===== src/rtl/multicycle_sequencer_pkg.sv =====
`default_nettype none
// ============================================================================
//  Module   : multicycle_sequencer_pkg
//  Purpose  : Shared encodings for the multicycle control sequencer: state
//             codes, opcode constants, pc_source / fault_code / alu_op
//             enumerations and an opcode legality helper.
//  Revision : 1.0 - initial release
// ============================================================================
package multicycle_sequencer_pkg;

   // State encoding is visible on the state output, so the values are fixed.
   typedef enum logic [2:0] {
      ST_FETCH  = 3'd0,
      ST_DECODE = 3'd1,
      ST_EXEC   = 3'd2,
      ST_MEM    = 3'd3,
      ST_WB     = 3'd4,
      ST_HALT   = 3'd7
   } state_e;

   localparam logic [7:0] OP_RTYPE = 8'h00;
   localparam logic [7:0] OP_ADDI  = 8'h08;
   localparam logic [7:0] OP_LW    = 8'h23;
   localparam logic [7:0] OP_SW    = 8'h2B;
   localparam logic [7:0] OP_BEQ   = 8'h04;
   localparam logic [7:0] OP_BLT   = 8'h05;
   localparam logic [7:0] OP_BEQI  = 8'h06;
   localparam logic [7:0] OP_J     = 8'h02;

   typedef enum logic [1:0] {
      PC_SEQ    = 2'd0,
      PC_BRANCH = 2'd1,
      PC_JUMP   = 2'd2
   } pc_source_e;

   typedef enum logic [1:0] {
      FAULT_NONE    = 2'd0,
      FAULT_ILLEGAL = 2'd1,
      FAULT_STACK   = 2'd2,
      FAULT_TIMEOUT = 2'd3
   } fault_e;

   typedef enum logic [1:0] {
      ALU_ADD   = 2'd0,
      ALU_SUB   = 2'd1,
      ALU_FUNCT = 2'd2
   } alu_op_e;

   // Wide enough for the largest supported MEM_TIMEOUT (255).
   localparam int WAIT_CNT_W = 8;

   function automatic logic is_legal_opcode(input logic [7:0] op);
      case (op)
         OP_RTYPE, OP_ADDI, OP_LW, OP_SW,
         OP_BEQ, OP_BLT, OP_BEQI, OP_J: is_legal_opcode = 1'b1;
         default:                       is_legal_opcode = 1'b0;
      endcase
   endfunction

endpackage
`default_nettype wire


===== src/rtl/multicycle_wait_timer.sv =====
`default_nettype none
// ============================================================================
//  Module   : multicycle_wait_timer
//  Purpose  : Counts unacknowledged memory-wait cycles and flags a timeout
//             on the MEM_TIMEOUT-th consecutive unacknowledged cycle. The
//             count is held at zero whenever no request is outstanding, so
//             it is always clear on entry to a wait state.
//  Revision : 1.0 - initial release
// ============================================================================
module multicycle_wait_timer
   import multicycle_sequencer_pkg::*;
#(
   parameter int MEM_TIMEOUT = 15
)(
   input  logic system_clock,
   input  logic reset,
   input  logic wait_active,
   input  logic mem_ack,
   output logic timeout
);

   localparam logic [WAIT_CNT_W-1:0] LIMIT = 8'(MEM_TIMEOUT - 1);

   logic [WAIT_CNT_W-1:0] count_d;
   logic [WAIT_CNT_W-1:0] count_q;

   // Timeout fires in the cycle that would be the MEM_TIMEOUT-th miss.
   always_comb begin
      timeout = wait_active && !mem_ack && (count_q == LIMIT);
      count_d = '0;
      if (wait_active && !mem_ack && !timeout) begin
         count_d = count_q + 8'd1;
      end
   end

   // Wait-count register.
   always_ff @(posedge system_clock) begin
      if (reset) begin
         count_q <= '0;
      end else begin
         count_q <= count_d;
      end
   end

endmodule
`default_nettype wire


===== src/rtl/multicycle_sequencer.sv =====
`default_nettype none
// ============================================================================
//  Module   : multicycle_sequencer
//  Purpose  : Multicycle CPU control FSM (FETCH/DECODE/EXEC/MEM/WB/HALT)
//             with memory-wait timeout, illegal-opcode and optional stack
//             fault halting, and a retired-instruction counter.
//             mem_req is registered and cleared by reset, so the first FETCH
//             cycle after reset issues no request; mem_ack is only honoured
//             while a request is outstanding.
//  Config   : STACK_FAULT_HALT_EN - when defined, a stack guard error during
//             EXEC/MEM/WB halts with fault_code=2.
//  Revision : 1.0 - initial release
// ============================================================================
module multicycle_sequencer
   import multicycle_sequencer_pkg::*;
#(
   parameter int MEM_TIMEOUT = 15
)(
   input  logic        system_clock,
   input  logic        reset,
   input  logic [7:0]  opcode,
   input  logic [5:0]  funct,
   input  logic        alu_zero,
   input  logic        alu_sign,
   input  logic        stack_overflow,
   input  logic        stack_underflow,
   input  logic        mem_ack,
   output logic        mem_req,
   output logic        mem_we,
   output logic        ir_write,
   output logic        pc_write,
   output logic        reg_write,
   output logic [1:0]  pc_source,
   output logic        reg_dest,
   output logic        alu_src,
   output logic        mem_to_reg,
   output logic [1:0]  alu_op,
   output logic [2:0]  state,
   output logic        halted,
   output logic [1:0]  fault_code,
   output logic [15:0] instr_count
);

   state_e        state_d, state_q;
   fault_e        fault_d, fault_q;
   logic [15:0]   instr_count_d, instr_count_q;
   logic          mem_req_d, mem_req_q;
   logic          w_timeout;
   logic          w_wait_active;
   logic          w_stack_fault;
   logic          w_retire;

   // The ALU decodes funct itself; this block only routes alu_op=2.
   logic unused_funct;
   assign unused_funct = ^funct;

`ifdef STACK_FAULT_HALT_EN
   assign w_stack_fault = (stack_overflow || stack_underflow) &&
                          ((state_q == ST_EXEC) || (state_q == ST_MEM) || (state_q == ST_WB));
`else
   logic unused_stack;
   assign unused_stack  = stack_overflow | stack_underflow;
   assign w_stack_fault = 1'b0;
`endif

   assign w_wait_active = ((state_q == ST_FETCH) || (state_q == ST_MEM)) && mem_req_q;

   multicycle_wait_timer #(
      .MEM_TIMEOUT (MEM_TIMEOUT)
   ) u_wait_timer (
      .system_clock (system_clock),
      .reset        (reset),
      .wait_active  (w_wait_active),
      .mem_ack      (mem_ack),
      .timeout      (w_timeout)
   );

   // Next-state, fault capture, retirement and per-state datapath controls.
   always_comb begin
      state_d       = state_q;
      fault_d       = fault_q;
      instr_count_d = instr_count_q;
      w_retire      = 1'b0;
      ir_write      = 1'b0;
      pc_write      = 1'b0;
      reg_write     = 1'b0;
      mem_we        = 1'b0;
      pc_source     = PC_SEQ;
      reg_dest      = 1'b0;
      alu_src       = 1'b0;
      mem_to_reg    = 1'b0;
      alu_op        = ALU_ADD;

      case (state_q)
         ST_FETCH: begin
            if (mem_req_q) begin
               if (w_timeout) begin
                  state_d = ST_HALT;
                  fault_d = FAULT_TIMEOUT;
               end else if (mem_ack) begin
                  ir_write  = 1'b1;
                  pc_write  = 1'b1;
                  pc_source = PC_SEQ;
                  state_d   = ST_DECODE;
               end
            end
         end
         ST_DECODE: begin
            if (is_legal_opcode(opcode)) begin
               state_d = ST_EXEC;
            end else begin
               state_d = ST_HALT;
               fault_d = FAULT_ILLEGAL;
            end
         end
         ST_EXEC: begin
            if (w_stack_fault) begin
               state_d = ST_HALT;
               fault_d = FAULT_STACK;
            end else begin
               case (opcode)
                  OP_RTYPE: begin
                     alu_op  = ALU_FUNCT;
                     state_d = ST_WB;
                  end
                  OP_ADDI: begin
                     alu_src = 1'b1;
                     state_d = ST_WB;
                  end
                  OP_LW, OP_SW: begin
                     alu_src = 1'b1;
                     state_d = ST_MEM;
                  end
                  OP_BEQ, OP_BLT, OP_BEQI: begin
                     alu_op   = ALU_SUB;
                     alu_src  = (opcode == OP_BEQI);
                     if ((((opcode == OP_BEQ) || (opcode == OP_BEQI)) && alu_zero) ||
                         ((opcode == OP_BLT) && alu_sign)) begin
                        pc_write  = 1'b1;
                        pc_source = PC_BRANCH;
                     end
                     w_retire = 1'b1;
                     state_d  = ST_FETCH;
                  end
                  OP_J: begin
                     pc_write  = 1'b1;
                     pc_source = PC_JUMP;
                     w_retire  = 1'b1;
                     state_d   = ST_FETCH;
                  end
                  default: begin
                     // Opcode changed after DECODE: treat as illegal.
                     state_d = ST_HALT;
                     fault_d = FAULT_ILLEGAL;
                  end
               endcase
            end
         end
         ST_MEM: begin
            if (w_stack_fault) begin
               state_d = ST_HALT;
               fault_d = FAULT_STACK;
            end else if (w_timeout) begin
               state_d = ST_HALT;
               fault_d = FAULT_TIMEOUT;
            end else begin
               mem_we = (opcode == OP_SW);
               if (mem_ack) begin
                  if (opcode == OP_SW) begin
                     w_retire = 1'b1;
                     state_d  = ST_FETCH;
                  end else begin
                     state_d  = ST_WB;
                  end
               end
            end
         end
         ST_WB: begin
            if (w_stack_fault) begin
               state_d = ST_HALT;
               fault_d = FAULT_STACK;
            end else begin
               reg_write  = 1'b1;
               reg_dest   = (opcode == OP_RTYPE);
               mem_to_reg = (opcode == OP_LW);
               w_retire   = 1'b1;
               state_d    = ST_FETCH;
            end
         end
         ST_HALT: begin
            state_d = ST_HALT;
         end
         default: begin
            state_d = ST_FETCH;
         end
      endcase

      if (w_retire) begin
         instr_count_d = instr_count_q + 16'd1;
      end

      // Request tracks the state being entered, so it is aligned with state_q.
      mem_req_d = (state_d == ST_FETCH) || (state_d == ST_MEM);
   end

   // State, fault, counter and request registers.
   always_ff @(posedge system_clock) begin
      if (reset) begin
         state_q       <= ST_FETCH;
         fault_q       <= FAULT_NONE;
         instr_count_q <= 16'd0;
         mem_req_q     <= 1'b0;
      end else begin
         state_q       <= state_d;
         fault_q       <= fault_d;
         instr_count_q <= instr_count_d;
         mem_req_q     <= mem_req_d;
      end
   end

   assign mem_req     = mem_req_q;
   assign state       = state_q;
   assign halted      = (state_q == ST_HALT);
   assign fault_code  = fault_q;
   assign instr_count = instr_count_q;

endmodule
`default_nettype wire


===== config.mk =====
export PLATFORM = sky130hd
export DESIGN_NAME = multicycle_sequencer
export DESIGN_NICKNAME = d
export VERILOG_FILES = /design/src/rtl/multicycle_sequencer_pkg.sv /design/src/rtl/multicycle_wait_timer.sv /design/src/rtl/multicycle_sequencer.sv
export SDC_FILE = /design/constraint.sdc
export NUM_CORES = 1
export LEC_CHECK = 0
export BUFFER_PORTS_ARGS = -buffer_cell sky130_fd_sc_hd__buf_2
export CAP_MARGIN = 10
export CORE_MARGIN = 2
export CORE_UTILIZATION = 37
export DETAILED_ROUTE_END_ITERATION = 16
export SYNTH_ARGS = -nofsm -noshare
export SYNTH_HDL_FRONTEND = slang
export SYNTH_SLANG_ARGS = --single-unit

===== constraint.sdc =====
create_clock -name system_clock -period 2.9 [get_ports system_clock]
set_clock_uncertainty 0.1 [all_clocks]
set_input_delay 0.58 -clock system_clock [delete_from_list [all_inputs] [get_ports system_clock]]
set_output_delay 0.58 -clock system_clock [all_outputs]
set_load 0.01 [all_outputs]

# == Yosys cells after proc, flatten, opt, wreduce, memory -nomap -nowiden ==
# Index checks and enable logic that the tools add are counted.
# word_totals
inputBits,21
out_inout_bits,34
wordCells,89
ff_bits,30
# op_classes
reduce_logical,24
eq_ne,17
n_mux,40
bitwise,1
n_addsub,2
# ops
op,count
$eq 8x3->1 const B,3
$mux 3,7
$mux 1,18
$add 16x1->16 const B,1
$eq 8x4->1 const B,2
$eq 8x6->1 const B,2
$pmux 3 s5,1
$mux 2,6
$eq 3x2->1 const B,3
$pmux 3 s3,1
$add 8x1->8 const B,1
$eq 8x2->1 const B,1
$logic_not 8->1,1
$pmux 2 s2,2
$pmux 2 s4,1
$reduce_or 8->1,1
$eq 3x3->1 const B,2
$logic_and 1x1->1,6
$logic_not 3->1,2
$ne 2x2->1 const B,3
$pmux 1 s2,3
$reduce_or 2->1,3
$reduce_or 3->1,2
$logic_or 1x1->1,4
7 further kinds,8

# == Longest topological paths before layout ==
# depth
depth_word,10
mapped_depth,7
ltp_nobuf,6

# == Cells and area by module ==
# Synthesis repeated with hierarchy kept, for this count alone.
# hier_totals
hier_cells,283
hier_area_um2,2197.1
# by_module_without_submodules
module,area_each_um2,seq_area_each_um2,cells_per_inst,n_inst
multicycle_sequencer,1799.2,440.4,238,1
multicycle_wait_timer,397.9,160.2,45,1

# == Worst setup path after synthesis ==
# Ideal clock, no wire load.
# synth_timing
path_type,input -> output
from,input opcode[0]
to,output alu_src
path_buffers,1
cell_stages,5
slack_ns,0.719
required_time_ns,2.220
t_arrival_ns,1.501
cell_sequence,clkbuf_1 or3_1 nor3_1 a21oi_1 nor2_1
# synth_via
elab_chain_cells,4
word_cells_on_any_way,10
classes_between,eq/ne (6); mux (2); reduce/logical (2)
# synth_rtl
item,line,text
start: declaration,multicycle_sequencer.sv:21,"input logic [7:0] opcode,"
$eq 8x3->1 (tied with other cells),"multicycle_sequencer.sv:121, multicycle_sequencer.sv:136",
$reduce_or 3->1 (on tied branches),n/a,
$pmux 1 s2 *,multicycle_sequencer.sv:121,case (opcode)
$mux 1 *,multicycle_sequencer.sv:94,case (state_q)
end: declaration,multicycle_sequencer.sv:35,"output logic alu_src,"
# Every way passes the cells marked *; elsewhere a longest branch is shown, timed or not.

# == Worst setup path after layout ==
# layout_timing
from,register state_q[0] (netlist: state[0])
to,output mem_we
# layout_via
elab_chain_cells,7
word_cells_on_any_way,8
classes_between,eq/ne (1); mux (2); reduce/logical (5)
# layout_rtl
item,line,text
start: declaration,multicycle_sequencer.sv:44,"state_e state_d, state_q;"
start signal: assignment,multicycle_sequencer.sv:214,state_q <= state_d;
$eq 3x2->1 or $logic_not 3->1 (tied branches),"multicycle_sequencer.sv:66, multicycle_sequencer.sv:94",
$logic_or 1x1->1,multicycle_sequencer.sv:66,assign w_wait_active = ((state_q == ST_FETCH) || (state_q == ST_MEM)) && mem_req_q;
$logic_and 1x1->1,multicycle_sequencer.sv:66,
$logic_and 1x1->1 (2 in a row),multicycle_wait_timer.sv:29,timeout = wait_active && !mem_ack && (count_q == LIMIT);
$mux 1,multicycle_sequencer.sv:163,end else if (w_timeout) begin
$mux 1 *,multicycle_sequencer.sv:94,
end: declaration,multicycle_sequencer.sv:29,"output logic mem_we,"
# Marks and branches as above.

==> impl_metrics.yaml <==
grt:
  overflow: 0
  grt_usage: 0.155
  antenna_found_initial: 0
  grt_pass1_vias: 1536
  grt_pass1_wl_um: 6650
  grt_max_degree: 25
placed_design:
  portBuffers: 46
  gp_congestion: 0.769
  hpwl_um: 2860
  placedCellCount: 307
  dpl-instance-area_um2: 2050
  dp_slack_ns: 0.544
worst_setup_path:
  critPathArrivalTime_ns: 1.86
  start_kind: "register"
  critPathCaptureType: "primary output"
  worstSetupPathType: "register to primary output"
  crit_required_ns: 2.22
  worstPathMaxFanout: 11
routing:
  via_count: 1651
  wl_per_cell_um: 12.3
  drcViolationCount: 0
  drt_wl_total_um: 3860
  antenna_left: 0
  drtIter0Drc: 70
  vias_per_cell: 5.27
  first_pass_iters: 4
timing:
  tightest_slew_ns: 0.464
  fmax_mhz: 393
  fin_ws_ns: 0.355
  min_period_ns: 2.54
  relSlewSlack: 0.690
  whs_ns: 0.370
  hold_viol: 0
  setup_tns_ns: 0
  fin_crit_sh: 0.877
  setup_viol: 0
  maxSlewViolCount: 0
  rsz0062_at_grt: "false"
min_path:
  hp-class: "register to register"
yosys:
  synth_edf_count: 0
  yosysWarningCount: 0
  yosys.area.top_type: "dfxtp_1"
  synth.net_count: 239
  syn_avg_cell_area_um2: 8.28
  ys_async_sr_fraction: 0
  synth-main-ff-cell: "dfxtp_1"
  synth_seq_cells: 30
  syn_inst: 215
  ys_seq_area_frac: 0.337
  synth_top_area_frac: 0.337
  synth_top_cells_by_area: "dfxtp_1 (34%), xnor2_1 (7.9%), nor2_1 (6.1%), nand3_1 (3.4%), a311oi_2 (3.4%)"
  syn_area_um2: 1780
  synthDistinctLibCells: 46
clock_network:
  cts_resized: 0
  cts_tree: "built"
  cts_setup_buffers: 0
  clock_latency_ns: 0.27
  root_buffer: "clkbuf_8"
  cts.sinks: 30
  clockBufferDepth: 2
  cts_hold_buf: 0
  path_clk_slew_ns: 0.06
  h-tree-depth: 2
  numCtsBuffers: 5
pwr:
  ir_drop_uv: 303
  power.density_nw_per_um2: 571
  leakage_nw: 0.866
  power_mw: 1.22
die:
  fp.dieW_um: 73.4
  io_pins: 55
  dieArea_um2: 5380
  die_h_um: 73.4
  fp.coreArea_um2: 4690
  rows: 25
  start_util: 0.379
layout:
  layout-drive-gt1-share: 0.270
  finalNetCount: 284
  fin_util: 0.455
  areaGrowthSynthToFinish_pct: 19.8
  final_cells: 313
  stdcell_area_um2: 2130
  diodes: 0
  filler_cell_count: 474
run_status:
  run_status: "complete, no violations"
job:
  drv_cap: 0
==> cell families (layout without fill, tap and decap cells) <==
logic type,Yosys count,in the layout,share of synthesized area
multiplexers,4,4,0.0239
flip-flops,30,30,0.337
XOR/XNOR,21,21,0.103
AND/OR/NAND/NOR,100,100,0.301
AO/OA/AOI/OAI,36,36,0.158
buffers and inverters,21,65,0.0555
adder cells (fa/ha/maj),3,3,0.0211
==> cell usage after synthesis (all sizes together) (3+ instances only) <==
library cell,instances
ha,3
xnor2,16
inv,7
nor2,29
nand4,7
o21ai,3
and3,3
a21oi,6
nand2,16
xor2,5
nor3,7
nor2b,6
clkbuf,7
or3,5
dfxtp,30
a31oi,9
buf,7
a311oi,7
nand3,12
==> layout make-up <==
class                   count  area (µm²)  area share
repair buffers             52         275       0.129
flip-flops and latches     30         601       0.282
clock buffers               6        82.6      0.0387
multi-input cells         164        1080       0.507
well taps                  54        67.6      0.0317
inverters                   7        26.3      0.0123
==> report_power, final <==
part	internal (mW)	switching (mW)	leakage, nW	total, mW
sequential	0.456	0.0712	0.243	0.528
clock	0.183	0.142	0.0431	0.324
combinational	0.161	0.207	0.580	0.367
==> critical path, stage by stage (launching register included) <==
cell	delay [ns]
dfxtp_1	0.57
xor2_1	0.14
or3b_1	0.40
nand2b_4	0.18
and3b_1	0.17
buf_2	0.13
==> registers in the layout, indices dropped and copies added, names as in the netlist <==
register,flops
u_wait_timer.count_q,8
instr_count,16
state,3
mem_req,1
fault_code,2
==> path summary, 6_finish.rpt <==
path,slack [ns],to,cells past startpoint,from
max,0.36,mem_we,5,state[0]$_SDFF_PP0_
max reg2reg,0.70,instr_count[13]$_SDFFE_PP0P_,6,state[1]$_SDFF_PP0_
min reg2reg,0.37,fault_code[1]$_SDFFE_PP0P_,2,fault_code[1]$_SDFFE_PP0P_
min,0.37,fault_code[1]$_SDFFE_PP0P_,2,fault_code[1]$_SDFFE_PP0P_
==> cells in the final DEF (no fill, tap or decap), types with 2 or more instances in the layout <==
cell type	count
and4_1	2
buf_4	6
and3_1	3
nand4_1	7
nor2b_1	6
nor2_1	29
o21ai_0	3
mux2i_1	2
or3_1	5
nor3_1	7
nand2_1	16
mux2_2	2
and4b_1	2
inv_1	7
o211ai_1	2
xnor2_1	16
a311oi_2	4
clkbuf_8	6
a21oi_1	6
a311oi_1	3
a31oi_1	9
nand3_1	12
dfxtp_1	30
xor2_1	5
o31ai_1	2
ha_1	3
buf_2	46
==> routing by layer <==
layer	global-route usage	part of all wire
met3	0.0343	0.040
met4	0.0687	0.016
met2	0.244	0.45
met5	0	0
met1	0.204	0.49
Power figures use the tool's default switching activity.
